**src/rtl/mult_arbiter.sv**
```systemverilog
// mult_arbiter: round-robin arbiter that lets NumReq requesters share a
// single external 8x8 unsigned multiplier, one transaction at a time.
//
// Flow: IDLE (grant + latch operands) -> ISSUE (operands to multiplier)
//       -> WAIT (hold operands until mul_out_valid_i) -> RESP (hold result
//       until resp_ready_i) -> IDLE.
//
// Ports
//   clk_i, rst_i          clock (rising edge), async active-high reset
//   req_valid_i/ready_o   per-requester handshake; ready is combinational
//                         in IDLE, at most one bit set
//   req_a_i, req_b_i      packed 8-bit operands, requester k at [8k+7:8k]
//   resp_valid_o/ready_i  result handshake
//   resp_id_o             requester index owning the result
//   resp_data_o           16-bit unsigned product
//   resp_err_o            watchdog-timeout flag
//   mul_in1_o, mul_in2_o  operands to the shared multiplier (0 in IDLE)
//   mul_out_i, mul_out_valid_i  registered multiplier result / valid
//   busy_o                high whenever the FSM is not in IDLE
//
// Build option: define MULT_ARBITER_TIMEOUT_EN to add a WAIT watchdog that
// gives up after TimeoutCycles WAIT cycles and answers with data 0, err 1.
// Without it WAIT waits forever and resp_err_o is constant 0.

module mult_arbiter #(
  parameter int NumReq        = 4,
  parameter int TimeoutCycles = 8
) (
  input  logic                clk_i,
  input  logic                rst_i,
  input  logic [NumReq-1:0]   req_valid_i,
  output logic [NumReq-1:0]   req_ready_o,
  input  logic [8*NumReq-1:0] req_a_i,
  input  logic [8*NumReq-1:0] req_b_i,
  output logic                resp_valid_o,
  input  logic                resp_ready_i,
  output logic [2:0]          resp_id_o,
  output logic [15:0]         resp_data_o,
  output logic                resp_err_o,
  output logic [7:0]          mul_in1_o,
  output logic [7:0]          mul_in2_o,
  input  logic [15:0]         mul_out_i,
  input  logic                mul_out_valid_i,
  output logic                busy_o
);

  typedef enum logic [1:0] {IDLE, ISSUE, WAIT, RESP} state_t;

  state_t     state;
  logic [2:0] ptr;
  logic [2:0] gnt_idx;
  logic [2:0] cand;
  logic       gnt_any;
  logic       grant_ok;

  // Pad to the 8-requester maximum so a 3-bit index always fits exactly.
  logic [7:0]  req_pad;
  logic [63:0] a_pad;
  logic [63:0] b_pad;

  assign req_pad = 8'(req_valid_i);
  assign a_pad   = 64'(req_a_i);
  assign b_pad   = 64'(req_b_i);

  // Rotating priority search starting at ptr.
  always_comb begin
    gnt_any = 1'b0;
    gnt_idx = '0;
    cand    = '0;
    for (int i = 0; i < NumReq; i++) begin
      cand = 3'((int'(ptr) + i) % NumReq);
      if (!gnt_any && req_pad[cand]) begin
        gnt_any = 1'b1;
        gnt_idx = cand;
      end
    end
  end

  // Ready is gated by rst_i so every output reads 0 while reset is held.
  assign grant_ok = (state == IDLE) && gnt_any && !rst_i;

  for (genvar k = 0; k < NumReq; k++) begin : g_ready
    assign req_ready_o[k] = grant_ok && (gnt_idx == 3'(k));
  end

  assign busy_o = (state != IDLE);

`ifdef MULT_ARBITER_TIMEOUT_EN
  localparam int CntW = $clog2(TimeoutCycles + 1);
  logic [CntW-1:0] cnt;
`else
  assign resp_err_o = 1'b0;
`endif

  always_ff @(posedge clk_i or posedge rst_i) begin
    if (rst_i) begin
      state        <= IDLE;
      ptr          <= '0;
      resp_id_o    <= '0;
      mul_in1_o    <= '0;
      mul_in2_o    <= '0;
      resp_valid_o <= 1'b0;
      resp_data_o  <= '0;
`ifdef MULT_ARBITER_TIMEOUT_EN
      resp_err_o   <= 1'b0;
      cnt          <= '0;
`endif
    end else begin
      case (state)
        IDLE: begin
          if (gnt_any) begin
            resp_id_o <= gnt_idx;
            mul_in1_o <= a_pad[{gnt_idx, 3'b000} +: 8];
            mul_in2_o <= b_pad[{gnt_idx, 3'b000} +: 8];
            ptr       <= (gnt_idx == 3'(NumReq - 1)) ? 3'd0 : gnt_idx + 3'd1;
            state     <= ISSUE;
          end
        end
        ISSUE: begin
`ifdef MULT_ARBITER_TIMEOUT_EN
          cnt   <= '0;
`endif
          state <= WAIT;
        end
        WAIT: begin
          // mul_out_valid_i is only looked at here; a valid that is stuck
          // high elsewhere cannot leak a stale product into a response.
          if (mul_out_valid_i) begin
            resp_data_o  <= mul_out_i;
            resp_valid_o <= 1'b1;
`ifdef MULT_ARBITER_TIMEOUT_EN
            resp_err_o   <= 1'b0;
`endif
            state        <= RESP;
          end
`ifdef MULT_ARBITER_TIMEOUT_EN
          else if (cnt == CntW'(TimeoutCycles - 1)) begin
            resp_data_o  <= '0;
            resp_err_o   <= 1'b1;
            resp_valid_o <= 1'b1;
            state        <= RESP;
          end else begin
            cnt <= cnt + 1'b1;
          end
`endif
        end
        RESP: begin
          if (resp_ready_i) begin
            resp_valid_o <= 1'b0;
            mul_in1_o    <= '0;
            mul_in2_o    <= '0;
            state        <= IDLE;
          end
        end
        default: state <= IDLE;
      endcase
    end
  end

endmodule

```
**config.mk**
```make
export PLATFORM = sky130hd
export DESIGN_NAME = mult_arbiter
export DESIGN_NICKNAME = d
export VERILOG_FILES = /design/src/rtl/mult_arbiter.sv
export SDC_FILE = /design/constraint.sdc
export NUM_CORES = 1
export LEC_CHECK = 0
export CAP_MARGIN = 20
export CORE_ASPECT_RATIO = 0.6
export CORE_UTILIZATION = 39
export CTS_CLUSTER_DIAMETER = 120
export CTS_CLUSTER_SIZE = 16
export DETAILED_ROUTE_END_ITERATION = 8
export HOLD_SLACK_MARGIN = 0.03
export PLACE_DENSITY = 0.81
export SYNTH_ARGS = -nofsm -noshare
export SYNTH_HDL_FRONTEND = slang
export SYNTH_SLANG_ARGS = --single-unit
```
**constraint.sdc**
```tcl
create_clock -name clk_i -period 2.5 [get_ports clk_i]
set_input_delay 0.5 -clock clk_i [delete_from_list [all_inputs] [get_ports clk_i]]
set_output_delay 0.5 -clock clk_i [all_outputs]
set_load 0.005 [all_outputs]
```
After elaboration in Yosys (flattened, before gate mapping) --
Index checks and enable logic that the tools add are counted.
Operators by class: add/sub/neg operators 4, order comparisons 4, equal/unequal tests 9, shift operators 2, mux-type cells 29, bitwise operators 3, reduce and logical (&&, ||, !) cells 26
Operators by type and width (count):
- 64-bit by 7-bit variable part select with 8-bit output | 2
- 8-bit one-hot mux with 2 select lines | 2
- 8-bit two-way mux | 3
- 3-bit by 4-bit less-than comparator with 1-bit output, second input constant | 3
- 1-bit two-way mux | 10
- 2-bit two-way mux | 5
- 1-bit binary-select mux with 3-bit select | 3
- 1-bit logical AND | 9
- 3-bit two-way mux | 3
- 3-bit AND reduction | 3
- 2-bit one-hot mux with 4 select lines | 1
- 3-bit by 2-bit == test with 1-bit output, second input constant | 2
- 2-bit != test, second input constant | 3
- 2-bit nonzero test | 3
- 2-bit OR reduction | 3
- 2-bit by 1-bit adder with 2-bit output, second input constant | 2
- 2-bit adder, second input constant | 2
- 2-bit == test, second input constant | 2
- 1-bit zero test | 4
- 2-bit by 4-bit less-than comparator with 1-bit output, second input constant | 1
- 2-bit AND reduction | 2
- 1-bit AND, first input constant | 3
- 3-bit by 1-bit == test with 1-bit output, second input constant | 1
- 3-bit zero test | 1
- 4 further kinds | 4
Word-level totals: bits in registers 40, bits of input ports 88, output and inout bits 42, logic and storage cells 84

Depth between registers and ports, before layout --
depth in word-level cells 16, gate-level depth with buffers 8, depth with buffers taken out 7

Worst setup path before layout --
No wires, ideal clock.
path type input -> output, start in req_valid_i[2], end out req_ready_o[2], arrival time 1.765 ns, data required time 2.000 ns, path slack 0.235 ns, stages 7, buffers on the path 1, cells stage by stage nor2b_1 > a21boi_1 > o32ai_4 > inv_2 > buf_6 > ha_1 > and2_1
Between the ends: elaborated cells between the ends (all ways) 26, those cells by class eq/ne (1); mux (16); reduce/logical (9)
RTL lines:
- from (decl) | RTL line 31 | input logic [NumReq-1:0] req_valid_i,
- 1-bit binary-select mux with 2-bit select | RTL line 72 | if (!gnt_any && req_pad[cand]) begin
- 1-bit two-way mux (not written as such) | RTL line 72
- 1-bit two-way mux | RTL line 72
- 1-bit zero test | RTL line 72
- 1-bit logical AND | RTL line 72
- 1-bit two-way mux | RTL line 72
- 1-bit zero test | RTL line 72
- 1-bit logical AND | RTL line 72
- 1-bit two-way mux | RTL line 72
- 1-bit zero test | RTL line 72
- 1-bit logical AND | RTL line 72
- 3-bit two-way mux * | RTL line 72
- named net gnt_idx[1] | RTL line 51 | logic [2:0] gnt_idx;
- 3-bit by 2-bit == test with 1-bit output * | RTL line 83 | assign req_ready_o[k] = grant_ok && (gnt_idx == 3'(k));
- 1-bit logical AND * | RTL line 83
- to (decl) | RTL line 32 | output logic [NumReq-1:0] req_ready_o,
The timed path passes the listed nets; every way through them passes the cells marked *. The select of a mux whose other input is x is not followed.

Worst setup path in the final report --
start in req_valid_i[1], end out req_ready_o[3]
Between the ends: longest elaborated chain between the ends 15, elaborated cells between the ends (all ways) 26, those cells by class eq/ne (1); mux (16); reduce/logical (9)
RTL lines (RTL line):
- branches (longest 14 deep; another with 3-bit two-way mux)
- 1-bit logical AND * | 83
Every way passes the cells marked *. The select of a mux whose other input is x is not followed.

==> flow_summary_export.csv <==
group,metric,value,unit
routing,drtPass1Iterations,4,
global_route,grt_pass1_vias,2263,
placement,dp_hpwl,5560,µm
clock_tree,cts_buffers,5,
critical_path,worstReg2RegStart,"ptr[1]",
logic_synthesis,syn_area,2320,µm²
placement,gp_congestion,0.912,
power_and_ir_drop,power_density,1020,nW/µm²
critical_path,required,2.00,ns
hold_path,hold_path_end,"mul_in1_o[2]",
floorplan,fp-row-count,21,
clock_tree,cts_max_level,2,
routing,drtIter0Drc,78,
critical_path,r2r_end,"mul_in1_o[6]",
critical_path,rrSetupSlack,0.41,ns
critical_path,worst-path-buf-inv,4,
hold_path,hold_start,"mul_in1_o[2]",
critical_path,critical_path.top_delay_family,"buffers and inverters",
clock_tree,clock_path_buffers,2,
floorplan,start_util,0.410,
routing,routed_wl,7820,µm
critical_path,start_kind,"input pin",
logic_synthesis,synth.distinct_cells,31,
routing,via_per_inst,5.29,
power_and_ir_drop,power.total,4100,µW
routing,ant_nets,0,
finish,fill_cells,435,
floorplan,die_area,6270,µm²
logic_synthesis,synth_top_cell_by_area,"dfrtp_1",
finish,drive_gt1_frac,0.211,
global_route,grt_pass1_wl,11500,µm
clock_tree,cts_tree,"yes",
logic_synthesis,postSynthAreaPerCell,10.2,µm²
logic_synthesis,seq_area_frac_synth,0.421,
timing,layout_min_cycle_time,2.45,ns
logic_synthesis,ys_warn_count,0,
logic_synthesis,synth_area_leaders,"dfrtp_1 (42%), and3_1 (8.6%), a211oi_1 (8.4%)",
critical_path,path_cells,"dlygate4sd2_1 -> buf_4 -> or2_2 -> nand2_2 -> inv_2 -> ha_2 -> and2_1 -> dlygate4sd2_1",
hold_path,hold_depth,2,
finish,fin_nets,470,
timing,finalMaxSlewViolations,0,
run_status,status,"completed",
logic_synthesis,netlist.area_leader.share,0.421,
clock_tree,holdBufCountCts,0,
logic_synthesis,synth_cells,227,
placement,dpl.cell_count,437,
finish,final_cells,455,
critical_path,crit_type,"in2out",
critical_path,crit_path_start,"req_valid_i[1]",
power_and_ir_drop,peakVddDrop,0.688,mV
logic_synthesis,ys_ff_latch,39,
clock_tree,clk_pin_slew,0.08,ns
global_route,overflow,0,
power_and_ir_drop,p_leak,0.00173,µW
clock_tree,cts_root_buf,"clkbuf_8",
floorplan,die_h,61.7,µm
critical_path,crit_top_cell,"dlygate4sd2_1",
routing,drt_drc_violations_left,0,
placement,pre_cts_ws,-0.534,ns
finish,diodes,0,
finish,syn_to_final_growth,72.7,%
hold_path,hold_path_class,"reg2reg",
timing,setup_viol,0,
routing,wl_per_cell,17.2,µm
timing,post-route-period-util,0.981,
critical_path,end_kind,"output pin",
global_route,antenna_found_initial,0,
placement,port_buffers,127,
critical_path,crit_path_max_incr_delay,0.31,ns
clock_tree,cts_sinks,39,
floorplan,dieWidth,102,µm
flow_run,maxCapViolCount,0,
timing,fmax,0.408,GHz
timing,hold_viol_final,0,
critical_path,r2r_cells,4,
critical_path,cp.arrival,1.95,ns
critical_path,critPathMaxFanout,3,
floorplan,num_io_pins,130,
global_route,grt_max_degree,40,
timing,fin_skew,0.0108,ns
critical_path,slowest_stage,"or2_2",
global_route,grt_usage,0.247,
timing,final.setup.worst_slack,0.0475,ns
floorplan,coreArea,5650,µm²
routing,num_vias,2405,
clock_tree,clock_latency,0.29,ns
worst min-delay path, delay by kind of cell, from the launching register on:
family,cells,cell delay (ns)
AOI/OAI and AO/OA,1,0.05
DFF,1,0.34
and+or+nand+nor,1,0.05
report_power, final:
part / internal, µW / switching, µW / leakage, µW
logic: 1330 / 1080 / 0.00119
registers: 935 / 195 / 0.000476
clock network: 329 / 234 / 0.0000618
total: 2590 / 1510 / 0.00173
metrics by stage:
| stage | TNS [ns] | hold slack [ns] | area (µm²) | utilization |
|---|---|---|---|---|
| 2_1_floorplan | 0 | 0.473 | 2320 | - |
| 3_3_place_gp | -2.19 | 0.461 | 3750 | 0.664 |
| 3_5_place_dp | -3.91 | 0.465 | 3750 | 0.664 |
| 4_1_cts | 0 | 0.482 | 3960 | 0.701 |
| 5_1_grt | -0.0604 | 0.523 | 4000 | 0.709 |
| 6_report | 0 | 0.477 | 4000 | 0.709 |
state kept, by name (all words and copies together), names as in the netlist:
name / flops
resp_valid_o: 1
mul_in2_o: 8
resp_data_o: 16
ptr: 2
mul_in1_o: 8
state: 2
resp_id_o: 2
final cells by class:
class                   instances  area (µm²)  share of cell area
clock buffers                   6        82.6              0.0206
multi-input cells             165        1260               0.316
repair buffers                156        1510               0.378
well taps                      80         100              0.0250
inverters                       7        26.3             0.00656
clock inverters                 2        38.8             0.00969
flip-flops and latches         39         978               0.244
synth_stat cells, drive strengths merged:
cell,count
or4,1
o31ai,17
mux2,17
o21ai,7
a21boi,1
and3,32
nor2b,4
o32a,1
ha,8
clkbuf,6
nor2,5
a21o,1
nand2,23
buf,11
or2,2
nand2b,2
o21bai,1
dfrtp,39
nand4,1
a32o,1
a21oi,1
inv,7
and2,4
a211oi,32
o32ai,1
conb,1
nand3,1
how the worst max path moves through the flow:
stage	end	slack, ns	cells past startpoint
after floorplan	req_ready_o[2]	0.23	7
after global placement	req_ready_o[1]	-0.44	8
after detailed placement	req_ready_o[1]	-0.53	8
after CTS	req_ready_o[1]	0.004	8
after global routing	req_ready_o[3]	-0.02	8
final	req_ready_o[3]	0.05	8
kinds of logic (layout without fill, tap and decap cells):
kind of cell	after synthesis	count (layout)	share of synthesized area
other	1	2	0.00162
AOI/OAI and AO/OA	63	63	0.219
adders and majority gates	8	8	0.0432
buffers and inverters	24	171	0.0588
muxes	17	17	0.0826
DFF	39	39	0.421
and+or+nand+nor	75	75	0.174
per-layer routing:
layer / wire length (µm) / GRT usage / vias to the layer above
li1: - / - / 1126
met1: 3580 / 0.326 / 1183
met2: 3710 / 0.418 / 86
met3: 457 / 0.0649 / 10
met4: 84 / 0.0518 / 0
met5: 0 / 0 / -
cells in the final DEF (no fill, tap or decap), types with 3 or more instances in the layout:
| cell | n |
|---|---|
| a211oi_1 | 26 |
| a211oi_2 | 6 |
| and2_1 | 4 |
| and3_1 | 32 |
| buf_4 | 25 |
| clkbuf_8 | 6 |
| clkdlybuf4s15_1 | 4 |
| clkdlybuf4s50_1 | 119 |
| dfrtp_1 | 37 |
| dlygate4sd2_1 | 3 |
| ha_1 | 5 |
| ha_2 | 3 |
| inv_1 | 4 |
| mux2_2 | 17 |
| nand2_1 | 22 |
| nor2_1 | 3 |
| o21ai_0 | 7 |
| o31ai_1 | 16 |
what timing repair did:
item | 4_1_cts | 5_1_grt
endpoints found under the setup margin | 4 | 4
resized for setup | 25 | 8
pin swaps | 5 | 2
setup buffers | 6 | 4
No activity file was read; power rests on OpenSTA's default activity.
